## config.mk

```make
export PLATFORM = sky130hd
export DESIGN_NAME = spi_flash_arbiter
export DESIGN_NICKNAME = d
export VERILOG_FILES = /design/src/rtl/spi_flash_arbiter_pkg.sv /design/src/rtl/spi_flash_arbiter.sv
export SDC_FILE = /design/constraint.sdc
export NUM_CORES = 1
export LEC_CHECK = 0
export ABC_AREA = 1
export BUFFER_PORTS_ARGS = -buffer_cell sky130_fd_sc_hd__buf_4
export CAP_MARGIN = 30
export CORE_AREA = 2 2 65 67
export CTS_BUF_LIST = sky130_fd_sc_hd__clkbuf_4 sky130_fd_sc_hd__clkbuf_8 sky130_fd_sc_hd__clkbuf_16
export DETAILED_ROUTE_END_ITERATION = 8
export DIE_AREA = 0 0 67 69
export GPL_TIMING_DRIVEN = 0
export PLACE_DENSITY = 0.74
export SLEW_MARGIN = 40
export SYNTH_ARGS = -nofsm -noshare
export SYNTH_HDL_FRONTEND = slang
export SYNTH_SLANG_ARGS = --single-unit
```

## constraint.sdc

```tcl
create_clock -name clk_48mhz -period 1.7 [get_ports clk_48mhz]
set_input_delay 0.17 -clock clk_48mhz [delete_from_list [all_inputs] [get_ports clk_48mhz]]
set_output_delay 0.17 -clock clk_48mhz [all_outputs]
set_load 0.05 [all_outputs]
```

## src/rtl/spi_flash_arbiter_pkg.sv

```systemverilog
// Shared definitions for the SPI flash arbiter: FSM state encodings, owner codes
// and the two-port arbitration rule used from both IDLE and the end of GAP.
package spi_flash_arbiter_pkg;

  typedef enum logic [1:0] {
    ST_IDLE   = 2'd0,
    ST_GRANT0 = 2'd1,
    ST_GRANT1 = 2'd2,
    ST_GAP    = 2'd3
  } arb_state_t;

  localparam logic [1:0] OWNER_NONE = 2'b00;
  localparam logic [1:0] OWNER_P0   = 2'b01;
  localparam logic [1:0] OWNER_P1   = 2'b10;

  // On contention the port that did not own the bus last time wins.
  function automatic arb_state_t arbitrate(input logic elig0, input logic elig1,
                                           input logic last_owner);
    if (elig0 && elig1) return last_owner ? ST_GRANT0 : ST_GRANT1;
    else if (elig0)     return ST_GRANT0;
    else if (elig1)     return ST_GRANT1;
    else                return ST_IDLE;
  endfunction

endpackage

```

## src/rtl/spi_flash_arbiter.sv

```systemverilog
// Two-port SPI flash pin arbiter with alternation, a forced chip-select-high gap
// between owners and a watchdog that revokes grants held too long.
module spi_flash_arbiter
  import spi_flash_arbiter_pkg::*;
#(
  parameter int unsigned CS_GAP_CYCLES  = 5,
  parameter int unsigned TIMEOUT_W      = 20,
  parameter int unsigned TIMEOUT_CYCLES = 20'hFFFFF
) (
  input  logic       clk_48mhz,
  input  logic       reset,
  input  logic       req0,
  input  logic       csel0,
  input  logic       sclk0,
  input  logic       mosi0,
  output logic       grant0,
  output logic       miso0,
  input  logic       req1,
  input  logic       csel1,
  input  logic       sclk1,
  input  logic       mosi1,
  output logic       grant1,
  output logic       miso1,
  output logic       spi_csel,
  output logic       spi_clk,
  output logic       spi_mosi,
  input  logic       spi_miso,
  output logic [1:0] owner,
  output logic       timeout_err
);

  localparam int unsigned GAP_W = (CS_GAP_CYCLES > 1) ? $clog2(CS_GAP_CYCLES) : 1;
  localparam logic [GAP_W-1:0]     GAP_LOAD = GAP_W'(CS_GAP_CYCLES - 1);
  localparam logic [TIMEOUT_W-1:0] WD_LAST  = TIMEOUT_W'(TIMEOUT_CYCLES - 1);

  arb_state_t           state;
  arb_state_t           arb_pick;
  logic                 last_owner;
  logic                 revoked0;
  logic                 revoked1;
  logic [TIMEOUT_W-1:0] wd_cnt;
  logic [GAP_W-1:0]     gap_cnt;

  always_comb arb_pick = arbitrate(req0 & ~revoked0, req1 & ~revoked1, last_owner);

  always_ff @(posedge clk_48mhz) begin
    if (reset) begin
      state       <= ST_IDLE;
      last_owner  <= 1'b1;
      revoked0    <= 1'b0;
      revoked1    <= 1'b0;
      timeout_err <= 1'b0;
      wd_cnt      <= '0;
      gap_cnt     <= '0;
    end else begin
      timeout_err <= 1'b0;
      // A revoked port becomes eligible again only after it lets go of req.
      if (!req0) revoked0 <= 1'b0;
      if (!req1) revoked1 <= 1'b0;

      unique case (state)
        ST_IDLE: begin
          state  <= arb_pick;
          wd_cnt <= '0;
          if (arb_pick == ST_GRANT0) last_owner <= 1'b0;
          if (arb_pick == ST_GRANT1) last_owner <= 1'b1;
        end

        ST_GRANT0: begin
          if (!req0) begin
            state   <= ST_GAP;
            gap_cnt <= GAP_LOAD;
          end else if (wd_cnt == WD_LAST) begin
            state       <= ST_GAP;
            gap_cnt     <= GAP_LOAD;
            revoked0    <= 1'b1;
            timeout_err <= 1'b1;
          end else begin
            wd_cnt <= wd_cnt + TIMEOUT_W'(1);
          end
        end

        ST_GRANT1: begin
          if (!req1) begin
            state   <= ST_GAP;
            gap_cnt <= GAP_LOAD;
          end else if (wd_cnt == WD_LAST) begin
            state       <= ST_GAP;
            gap_cnt     <= GAP_LOAD;
            revoked1    <= 1'b1;
            timeout_err <= 1'b1;
          end else begin
            wd_cnt <= wd_cnt + TIMEOUT_W'(1);
          end
        end

        ST_GAP: begin
          if (gap_cnt == '0) begin
            state  <= arb_pick;
            wd_cnt <= '0;
            if (arb_pick == ST_GRANT0) last_owner <= 1'b0;
            if (arb_pick == ST_GRANT1) last_owner <= 1'b1;
          end else begin
            gap_cnt <= gap_cnt - GAP_W'(1);
          end
        end

        default: state <= ST_IDLE;
      endcase
    end
  end

  assign grant0 = (state == ST_GRANT0);
  assign grant1 = (state == ST_GRANT1);
  assign owner  = grant0 ? OWNER_P0 : (grant1 ? OWNER_P1 : OWNER_NONE);

  // Pins park with chip select high whenever nobody owns the bus.
  always_comb begin
    spi_csel = 1'b1;
    spi_clk  = 1'b0;
    spi_mosi = 1'b0;
    miso0    = 1'b0;
    miso1    = 1'b0;
    unique case (state)
      ST_GRANT0: begin
        spi_csel = csel0;
        spi_clk  = sclk0;
        spi_mosi = mosi0;
        miso0    = spi_miso;
      end
      ST_GRANT1: begin
        spi_csel = csel1;
        spi_clk  = sclk1;
        spi_mosi = mosi1;
        miso1    = spi_miso;
      end
      default: ;
    endcase
  end

endmodule

```

# Word-level counts from Yosys, hierarchy flattened

Cells that the tools add are included.
W data, S select, Z words.

Register bits after elaboration: 29
Output and inout port bits: 10
Logic and storage cells: 73

$add $sub $neg: 2
Equality and inequality tests: 10
Multiplexer cells: 42
Bitwise logic cells: 4
Reductions and logical operators: 8

Operators with widths:

| kind                    | number |
|---|---|
| $mux W20                | 4 |
| $pmux W20 S4            | 1 |
| $add A20 B1 Y20 const B | 1 |
| $eq A20 B20 Y1 const B  | 1 |
| $mux W2                 | 10 |
| $mux W1                 | 16 |
| $mux W3                 | 4 |
| $pmux W1 S2             | 5 |
| $pmux W3 S3             | 1 |
| $ne A2 B2 Y1 const B    | 4 |
| $pmux W2 S4             | 1 |
| $eq A2 B2 Y1 const B    | 3 |
| $eq A2 B1 Y1 const B    | 2 |
| $reduce_and A2 Y1       | 2 |
| $logic_not A3 Y1        | 1 |
| $reduce_and A3 Y1       | 1 |
| $reduce_bool A3 Y1      | 1 |
| $sub A3 B1 Y3 const B   | 1 |
| $and A1 B1 Y1           | 2 |
| $logic_not A2 Y1        | 1 |
| $not A1 Y1              | 2 |
| $reduce_bool A2 Y1      | 1 |
| $logic_and A1 B1 Y1     | 1 |

# Logic depth before layout (Yosys ltp)

Gate-level depths: netlist of the first run.

Depth after elaboration: 10
Mapped depth: 13
Gate-level depth less buffers: 12

# Worst setup path before layout of the first run

OpenSTA, ideal clock, no wires.

Path kind: register to register
Start: reg state[1]
End: reg wd_cnt[0]
Data arrival time: 1.897 ns
Data required time: 1.585 ns
Slack: -0.312 ns
Cell stages (with the launch flop): 11
Clock period less this slack: 2.012 ns
Path through: dfxtp_1 inv_1 ha_1 clkinv_1 nor2_1 nor3_2 nand2_4 inv_4 buf_6 o21ai_1 nor2_1

Word-level cells in the longest chain between the ends: 3

Ends and longest elaborated chain:

| item                               | line                    | text |
|---|---|---|
| start, declared                    | spi_flash_arbiter.sv:36 | `arb_state_t state;` |
| start signal, assigned             | spi_flash_arbiter.sv:63 | `state <= arb_pick;` |
| start signal, assigned             | spi_flash_arbiter.sv:99 | `state <= arb_pick;` |
| $eq A2 B1 Y1 *                     | -                       |  |
| net grant0                         | spi_flash_arbiter.sv:16 | `output logic grant0,` |
| $ne A2 B2 Y1 (no source line)      | -                       |  |
| $reduce_and A3 Y1 (no source line) | -                       |  |
| end signal, assigned               | spi_flash_arbiter.sv:79 | `wd_cnt <= wd_cnt + TIMEOUT_W'(1);` |
| end signal, assigned               | spi_flash_arbiter.sv:93 | `wd_cnt <= wd_cnt + TIMEOUT_W'(1);` |
| end, declared                      | spi_flash_arbiter.sv:41 | `logic [TIMEOUT_W-1:0] wd_cnt;` |

The timed path passes the listed nets; every way through them passes the cells marked *.
A chain may end at the register's enable or synchronous reset.

# Final worst setup path of the first run

Start: reg state[1]
End: out spi_csel

Word-level cells in the longest chain between the ends: 2

Ends and longest elaborated chain:

| item                                                | line                     | text |
|---|---|---|
| $eq A2 B2 Y1 / $eq A2 B1 Y1 (equally long branches) | spi_flash_arbiter.sv:124 | `unique case (state)` |
| $pmux W1 S2 *                                       | spi_flash_arbiter.sv:124 |  |
| end, declared                                       | spi_flash_arbiter.sv:24  | `output logic spi_csel,` |

Every way passes the cells marked *; elsewhere a longest branch is shown, timed or not.

==> results of run 1 <==
cells by family (layout without fill, tap and decap cells):
logic type	Yosys count	in the layout	synth area share
AND/OR/NAND/NOR	176	176	0.384
buffers and inverters	50	107	0.108
AO/OA/AOI/OAI	46	46	0.133
flip-flops	29	29	0.291
adder cells (fa/ha/maj)	8	8	0.0501
XOR/XNOR	8	8	0.0351
how the worst max path moves through the flow:
stage,endpoint,start,depth (start not counted),slack [ns]
3_5_place_dp,gap_cnt[1],state[1],9,-0.28
3_3_place_gp,gap_cnt[1],state[1],9,-0.24
2_1_floorplan,wd_cnt[0],state[1],10,-0.06
6_report,spi_csel,state[1],6,-0.11
4_1_cts,spi_csel,state[0],7,-0.16
5_1_grt,wd_cnt[11],state[0],12,-0.17
cell usage after synthesis, drive strengths merged:
master  instances
clkinv          1
o21ai          17
o21a            1
a21oi          20
o211ai          2
buf             6
clkbuf          4
inv            39
dfxtp          29
ha              8
a32o            2
xnor2           2
nand4           8
nor2           71
xor2            6
a211oi          1
a22oi           1
a221o           1
nand2          74
nor3            2
nand3          21
o221ai          1
flip-flops by register name, summed over array words and instances (netlist names):
signal and flops:
wd_cnt 20, gap_cnt 3, state 2, last_owner 1, revoked0 1, revoked1 1
timeout_err 1
tightest hold or removal path: stages:
cell and delay (ns):
buf_4 0.13, o21ai_0 0.07, nor2_1 0.04
metrics by stage:
step | utilization | TNS [ns]
3_3_place_gp | 0.568 | -2.71
5_1_grt | 0.732 | -3.25
4_1_cts | 0.624 | -1.59
6_report | 0.732 | -1.56
3_5_place_dp | 0.568 | -3.46
2_1_floorplan | - | -0.448
timing repair:
action / in CTS / in global routing
pin swaps: 3 / 18
buffers inserted: 7 / 20
resized for setup: 22 / 79
cloned: 0 / 3
setup endpoints to repair: 27 / 30
power groups by stage:
stage	Sequential, mW	Clock, mW	Combinational (mW)
2_1_floorplan	0.808	0	1.28
3_3_place_gp	0.825	0	1.68
3_5_place_dp	0.827	0	1.70
4_1_cts	0.821	0.609	2.05
5_1_grt	0.863	0.644	2.97
6_report	0.852	0.603	2.79
per-layer routing:
layer / track usage / part of all wire / vias up
li1: - / - / 1128
met2: 0.433 / 0.52 / 93
met3: 0.0522 / 0.061 / 28
met4: 0.0975 / 0.044 / 0
met5: 0 / 0 / -
met1: 0.312 / 0.38 / 1065
layout make-up:
type / count / area (um2) / area share
timing repair buffer: 50 / 440 / 0.154
inverter: 40 / 171 / 0.0598
tap: 50 / 62.6 / 0.0218
sequential: 29 / 603 / 0.210
buffer: 9 / 86.3 / 0.0301
multi-input combinational: 238 / 1410 / 0.492
clock buffer: 8 / 91.3 / 0.0319
==> impl_metrics.tcl, run 1 <==
set metrics [dict create \
    grt_pass1_wl_mm 9.18 \
    fin_crit_sh 1.07 \
    hp-start "req0" \
    syn_nets 336 \
    synthCells 317 \
    clock.fmax_mhz 552 \
    r2r_cells 11 \
    grt_pass1_vias 2033 \
    clk_latency_ns 0.29 \
    crit_type "reg2out" \
    power_frac_clock 0.142 \
    finalClockSkew_ns 0.00230 \
    synth_warnings 0 \
    r2r-start "state[0]" \
    final_cell_mix "nand2_1 (59), nor2_1 (57), buf_4 (43), inv_1 (29), nand3_1 (18)" \
    drc 0 \
    cp.arrival_ns 1.64 \
    die_h_um 69 \
    gr-usage-all-layers 0.256 \
    drive_gt1_frac 0.372 \
    ir_drop_v 0.000671 \
    hold_viol_final 0 \
    swShare 0.450 \
    hp-class "in2reg" \
    intPower_mw 2.33 \
    whs_ns 0.166 \
    final-instance-count-excl-fill 424 \
    cts_hold_buf 0 \
    cts_buffers 5 \
    rows 23 \
    yosysTopAreaCell "dfxtp_1" \
    area_growth_pct 43.4 \
    clkSinkCount 29 \
    ys_ff_latch 29 \
    cts_tree "done" \
    cp_top_family "flip-flops" \
    num-fill-cells 314 \
    grt_max_degree 11 \
    placed_area_um2 2220 \
    num_vias 2314 \
    critPathMaxFanout 4 \
    r2r_slack_ns -0.11 \
    cp_slowest_stage_delay_ns 0.38 \
    synthTopCellsByArea "dfxtp_1 (29%), nand2_1 (14%), nor2_1 (13%), inv_1 (7.1%), ha_1 (5.0%)" \
    synth.distinct_cells 34 \
    status "finished, violations left" \
    wl_per_cell_um 14.7 \
    netlist_area_um2 2000 \
    synth.top_cell.area_share 0.291 \
    crit_chain "inv_4 -> ha_4 -> inv_4 -> buf_8 -> a221o_2 -> buf_8" \
    detailedPlace.worstSlack_ns -0.283 \
    cts_root_buf "clkbuf_8" \
    die_w_um 67 \
    drtAntennaViolNets 0 \
    finalCriticalPeriod_ns 1.81 \
    final.setup.worst_slack_ns -0.112 \
    drv_cap 0 \
    drt_iter0_markers 193 \
    yosysSeqAreaShare 0.291 \
    setup_violations 23 \
    cts_buffer_depth 2 \
    report.power.total_mw 4.24 \
    r2r-end "wd_cnt[18]" \
    start_util 0.511 \
    grt_setup_unrepaired "true" \
    p_seq_frac 0.201 \
    overflow 0 \
    avgSynthCellArea_um2 6.30 \
    drt_pass1_iterations 4 \
    io_pins 21 \
    endpoint_kind "output port" \
    cts.clk_slew.worst_paths_ns 0.06 \
    viasPerCell 5.46 \
    dp_hpwl_mm 3.75 \
    drv_slew 0 \
    critPathSlowestCell "dfxtp_4" \
    slew-limit-headroom 0.612 \
    final_common_cell "nand2_1" \
    violations "setup timing" \
    nets 392 \
    core_um2 3910 \
    die_area_um2 4620 \
    cts.htree.levels 2 \
    cp_num_buf_inv 4 \
    dpl.cell_count 387 \
    tightest_slew_ns 0.582 \
    p_comb_frac 0.657 \
    powerDensity_nw_per_um2 1480 \
    port_buffers 20 \
    hold_depth 3 \
    power.switching_mw 1.91 \
    final_area_um2 2870 \
    routed_wirelength_mm 6.23 \
    critPathRequiredTime_ns 1.53 \
    gp_congestion 0.833 \
    antenna_cells 0 \
    grt_antenna_before_repair 0 \
    p_leak_nw 1.13 \
    startpoint_type "flip-flop" \
    holdPathEnd "revoked0" \
]
No activity file was read; power rests on OpenSTA's default activity.
==> inputs of run 2 (changes only) <==
==> constraint.sdc (replaced) <==
create_clock -name clk_48mhz -period 1.7 [get_ports clk_48mhz]
set_input_delay 0.085 -clock clk_48mhz [delete_from_list [all_inputs] [get_ports clk_48mhz]]
set_output_delay 0.085 -clock clk_48mhz [all_outputs]
set_load 0.05 [all_outputs]
==> impl_metrics.tcl, run 2 (same netlist as run 1, synthesis figures left out) <==
set metrics [dict create \
    drtAntennaViolNets 0 \
    drt_pass1_iterations 4 \
    critPathMaxFanout 4 \
    finalClockSkew_ns 0.00110 \
    grt_antenna_before_repair 0 \
    die_area_um2 4620 \
    num_vias 2212 \
    drt_iter0_markers 155 \
    final.setup.worst_slack_ns -0.0302 \
    largest_register "wd_cnt" \
    intPower_mw 2.23 \
    hold_viol_final 0 \
    crit_type "reg2out" \
    cts_hold_buf 0 \
    nets 384 \
    die_w_um 67 \
    ir_drop_v 0.000906 \
    crit_path_start "state[0]" \
    top_regs "wd_cnt: 20 flops, gap_cnt: 3 flops, state: 2 flops" \
    gr-usage-all-layers 0.249 \
    p_leak_nw 1.07 \
    slew-limit-headroom 0.582 \
    num-fill-cells 331 \
    swShare 0.460 \
    fin_crit_sh 1.02 \
    hp-class "in2reg" \
    startpoint_type "flip-flop" \
    clock.fmax_mhz 578 \
    final_common_cell "nand2_1" \
    grt_pass1_vias 2062 \
    largest_reg_flops 20 \
    clkSinkCount 29 \
    power.switching_mw 1.90 \
    finalCriticalPeriod_ns 1.73 \
    rows 23 \
    io_pins 21 \
    hp-start "req0" \
    cts.htree.levels 2 \
    port_buffers 20 \
    drc 0 \
    wl_per_cell_um 14.1 \
    grt_pass1_wl_mm 9.00 \
    status "finished, violations left" \
    grt_max_degree 13 \
    r2r-start "state[0]" \
    p_comb_frac 0.642 \
    dp_hpwl_mm 3.66 \
    grt_setup_unrepaired "true" \
    whs_ns 0.0743 \
    cts_buffers 5 \
    gp_congestion 0.899 \
    core_um2 3910 \
    antenna_cells 0 \
    drive_gt1_frac 0.322 \
    critPathRequiredTime_ns 1.62 \
    powerDensity_nw_per_um2 1490 \
    area_growth_pct 38.8 \
    overflow 0 \
    endpoint_kind "output port" \
    clk_latency_ns 0.28 \
    routed_wirelength_mm 5.87 \
    power_frac_clock 0.154 \
    tightest_slew_ns 0.627 \
    final_cell_mix "nand2_1 (63), nor2_1 (57), buf_4 (34), inv_1 (29), dfxtp_1 (21)" \
    cts_root_buf "clkbuf_8" \
    final_util 0.709 \
    p_seq_frac 0.204 \
    setup_violations 5 \
    drv_slew 0 \
    cts_buffer_depth 2 \
    start_util 0.511 \
    viasPerCell 5.32 \
    violations "setup timing" \
    die_h_um 69 \
    cp.arrival_ns 1.65 \
    drv_cap 0 \
    cts.clk_slew.worst_paths_ns 0.06 \
    cts_tree "done" \
]
[run 2: cell count changes in the layout (fill, tap and decap cells not counted), moves of 3 or more]
cell	previous run	this run
buf_4	43	34
a21oi_1	14	19
a21oi_2	5	0
dfxtp_1	17	21
nand2_1	59	63
clkbuf_4	4	1
dfxtp_2	9	6
nor2_2	7	4
nor2_4	7	10
[run 2: power by group through the flow]
stage               sequential, mW  combinational [mW]  clock, mW
detailed placement           0.822                1.67          0
floorplan                    0.808                1.25          0
global route                 0.858                2.81      0.695
CTS                          0.813                2.14      0.658
finish                       0.845                2.65      0.636
global placement             0.823                1.65          0
[run 2: critical path, stage by stage (launching register included)]
cell	delay (ns)
dfxtp_4	0.40
inv_4	0.06
ha_4	0.26
buf_4	0.16
nand2_2	0.07
inv_2	0.04
a32o_2	0.22
buf_8	0.15
[run 2: routing by layer]
| metal | wire length (um) | vias up | GRT usage |
|---|---|---|---|
| li1 | - | 1111 | - |
| met3 | 272 | 14 | 0.0620 |
| met4 | 123 | 0 | 0.0907 |
| met2 | 3000 | 61 | 0.411 |
| met1 | 2470 | 1026 | 0.307 |
| met5 | 0 | - | 0 |
[run 2: cell type report]
type / count / area [um2] / area share
multi-input combinational: 239 / 1400 / 0.504
sequential: 29 / 596 / 0.215
timing repair buffer: 41 / 363 / 0.131
inverter: 40 / 174 / 0.0627
clock buffer: 7 / 96.3 / 0.0347
buffer: 8 / 71.3 / 0.0257
tap: 50 / 62.6 / 0.0226
timing repair inverter: 1 / 8.76 / 0.00316
clock inverter: 1 / 5.00 / 0.00180
[run 2: final timing paths]
| path | end | slack [ns] | cells after the start |
|---|---|---|---|
| worst min-delay path | revoked0 | 0.07 | 3 |
| worst min register to register | gap_cnt[0] | 0.47 | 1 |
| worst max register to register | wd_cnt[6] | -0.02 | 9 |
| worst max-delay path | spi_mosi | -0.03 | 7 |
[run 2: repair_timing]
action / CTS / global route
gates cloned: 0 / 3
buffers inserted: 11 / 9
resized for setup: 39 / 51
hold endpoints to repair: 0 / 0
endpoints found under the setup margin: 28 / 27
pin swaps: 4 / 12
[run 2: per-stage QoR]
| stage | total power [mW] | TNS, ns | setup WS, ns | area [um2] | instances |
|---|---|---|---|---|---|
| after floorplan | 2.06 | -0.452 | -0.0637 | 2010 | 317 |
| after global placement | 2.47 | -3.83 | -0.274 | 2220 | 387 |
| after detailed placement | 2.49 | -4.14 | -0.278 | 2220 | 387 |
| after CTS | 3.61 | -0.171 | -0.0699 | 2500 | 405 |
| after global routing | 4.36 | -1.49 | -0.0978 | 2770 | 416 |
| final | 4.13 | -0.117 | -0.0302 | 2770 | 416 |
==> inputs of run 3 (changes only) <==
BUFFER_PORTS_ARGS = unset   (was -buffer_cell sky130_fd_sc_hd__buf_4)
CORE_AREA = 2 2 63 65   (was 2 2 65 67)
DIE_AREA = 0 0 65 67   (was 0 0 67 69)
DONT_BUFFER_PORTS = 1   (was unset)
PLACE_DENSITY = 0.73   (was 0.74)
clock period = 1.4 ns   (was 1.7 ns; I/O delays follow)
==> impl_metrics.tcl, run 3 (same netlist as run 1, synthesis figures left out) <==
set metrics [dict create \
    cts_root_buf "clkbuf_8" \
    powerDensity_nw_per_um2 1970 \
    grt_setup_unrepaired "true" \
    drtAntennaViolNets 0 \
    cts.clk_slew.worst_paths_ns 0.06 \
    critPathRequiredTime_ns 1.60 \
    ir_drop_v 0.00237 \
    overflow 0 \
    grt_pass1_wl_mm 9.89 \
    finalClockSkew_ns 0.00558 \
    drive_gt1_frac 0.388 \
    p_leak_nw 1.12 \
    r2r-start "wd_cnt[0]" \
    drv_cap 0 \
    clkSinkCount 29 \
    num_vias 2476 \
    hold_viol_final 0 \
    final.setup.worst_slack_ns -0.470 \
    final_util 0.818 \
    dp_hpwl_mm 3.55 \
    swShare 0.469 \
    status "finished, violations left" \
    nets 377 \
    grt_pass1_vias 2132 \
    area_growth_pct 47.6 \
    die_w_um 65 \
    gr-usage-all-layers 0.303 \
    placed_area_um2 2170 \
    critPathMaxFanout 6 \
    slew-limit-headroom 0.541 \
    r2r_cells 12 \
    cp_slowest_stage_delay_ns 0.35 \
    power.switching_mw 2.72 \
    tightest_slew_ns 0.688 \
    finalCriticalPeriod_ns 1.87 \
    num-fill-cells 211 \
    top_regs "wd_cnt: 20 flops, gap_cnt: 3 flops, state: 2 flops" \
    die_h_um 67 \
    hp-class "in2reg" \
    die_area_um2 4360 \
    viasPerCell 6.10 \
    rows 22 \
    r2r-end "wd_cnt[7]" \
    grt_max_degree 11 \
    drt_pass1_iterations 5 \
    core_um2 3610 \
    intPower_mw 3.08 \
    port_buffers 0 \
    holdPathEnd "last_owner" \
    cts_buffer_depth 2 \
    p_comb_frac 0.704 \
    fin_crit_sh 1.34 \
    startpoint_type "flip-flop" \
    hp-start "req1" \
    antenna_cells 0 \
    grt_antenna_before_repair 0 \
    final_cell_mix "nor2_1 (57), nand2_1 (54), inv_1 (26), buf_4 (20), dfxtp_1 (19)" \
    wl_per_cell_um 18.7 \
    endpoint_kind "flip-flop" \
    hold_depth 2 \
    critPathSlowestCell "dfxtp_2" \
    cp_num_buf_inv 4 \
    gp_congestion 0.928 \
    final_common_cell "nor2_1" \
    final_area_um2 2950 \
    fin_tns_setup_ns -10.18 \
    cp.arrival_ns 2.07 \
    detailedPlace.worstSlack_ns -0.346 \
    start_util 0.554 \
    whs_ns 0.0749 \
    drc 0 \
    crit_type "reg2reg" \
    clk_latency_ns 0.29 \
    clock.fmax_mhz 535 \
    cts.htree.levels 2 \
    routed_wirelength_mm 7.58 \
    io_pins 21 \
    largest_reg_flops 20 \
    r2r_slack_ns -0.47 \
    p_seq_frac 0.179 \
    cts_tree "done" \
    drv_slew 0 \
    crit_chain "inv_2 -> ha_4 -> inv_1 -> nor2_1 -> nand2_1 -> nor2_4 -> nand3_4 -> nand2_4 -> buf_6 -> clkbuf_16 -> nand2_2 -> a21oi_1" \
    violations "setup timing" \
    setup_violations 34 \
    power_frac_clock 0.117 \
    cp_top_family "simple AND/OR/NAND/NOR gates" \
    largest_register "wd_cnt" \
    drt_iter0_markers 369 \
    cts_buffers 5 \
]
-- run 3: cell types whose count changed in the layout (fill, tap and decap cells not counted), sizes merged --
cell / change
clkbuf: -1
nand2: -1
dlygate4sd3: +2
clkinvlp: +1
buf: -7
inv: -2
-- run 3: how the worst max path moves through the flow --
| stage | startpoint | to | slack (ns) | cells past startpoint |
|---|---|---|---|---|
| after global routing | wd_cnt[14] | wd_cnt[18] | -0.55 | 10 |
| after floorplan | state[1] | wd_cnt[11] | -0.14 | 11 |
| after CTS | state[1] | spi_csel | -0.37 | 6 |
| after detailed placement | wd_cnt[9] | wd_cnt[0] | -0.35 | 10 |
| final | wd_cnt[0] | wd_cnt[7] | -0.47 | 12 |
| after global placement | wd_cnt[9] | wd_cnt[0] | -0.37 | 10 |
-- run 3: metrics by stage --
step                total power, mW  cells
floorplan                      2.81    317
global placement               3.16    365
detailed placement             3.19    365
CTS                            4.94    400
global route                   6.00    406
finish                         5.80    406
-- run 3: power groups by stage --
stage	sequential, mW	combinational, mW	clock [mW]
2_1_floorplan	1.03	1.78	0
3_3_place_gp	1.05	2.11	0
3_5_place_dp	1.05	2.14	0
4_1_cts	1.02	3.24	0.678
5_1_grt	1.05	4.23	0.724
6_report	1.04	4.08	0.681
-- run 3: metal layers --
| layer | share of wire | global-route usage | vias to the layer above | wire length, um |
|---|---|---|---|---|
| li1 | - | - | 1107 | - |
| met1 | 0.37 | 0.374 | 1132 | 2790 |
| met2 | 0.45 | 0.523 | 175 | 3430 |
| met3 | 0.11 | 0.0557 | 62 | 799 |
| met4 | 0.074 | 0.112 | 0 | 561 |
| met5 | 0 | 0 | - | 0 |
-- run 3: area by class of cell --
class                           instances  area (um2)  share of cell area
Multi-Input combinational cell        238        1560               0.529
Sequential cell                        29         601               0.204
Timing Repair Buffer                   36         362               0.123
Inverter                               40         190              0.0645
Buffer                                  8        96.3              0.0327
Clock buffer                            6        76.3              0.0259
Tap cell                               48        60.1              0.0204
Clock inverter                          1        5.00             0.00170
-- run 3: repair_timing --
| item | CTS | global route |
|---|---|---|
| cloned | 2 | 1 |
| setup endpoints to repair | 33 | 35 |
| pin swaps | 20 | 33 |
| buffers inserted | 24 | 10 |
| hold endpoints to repair | 2 | 0 |
| resized for setup | 60 | 60 |
| hold buffers | 2 | 0 |
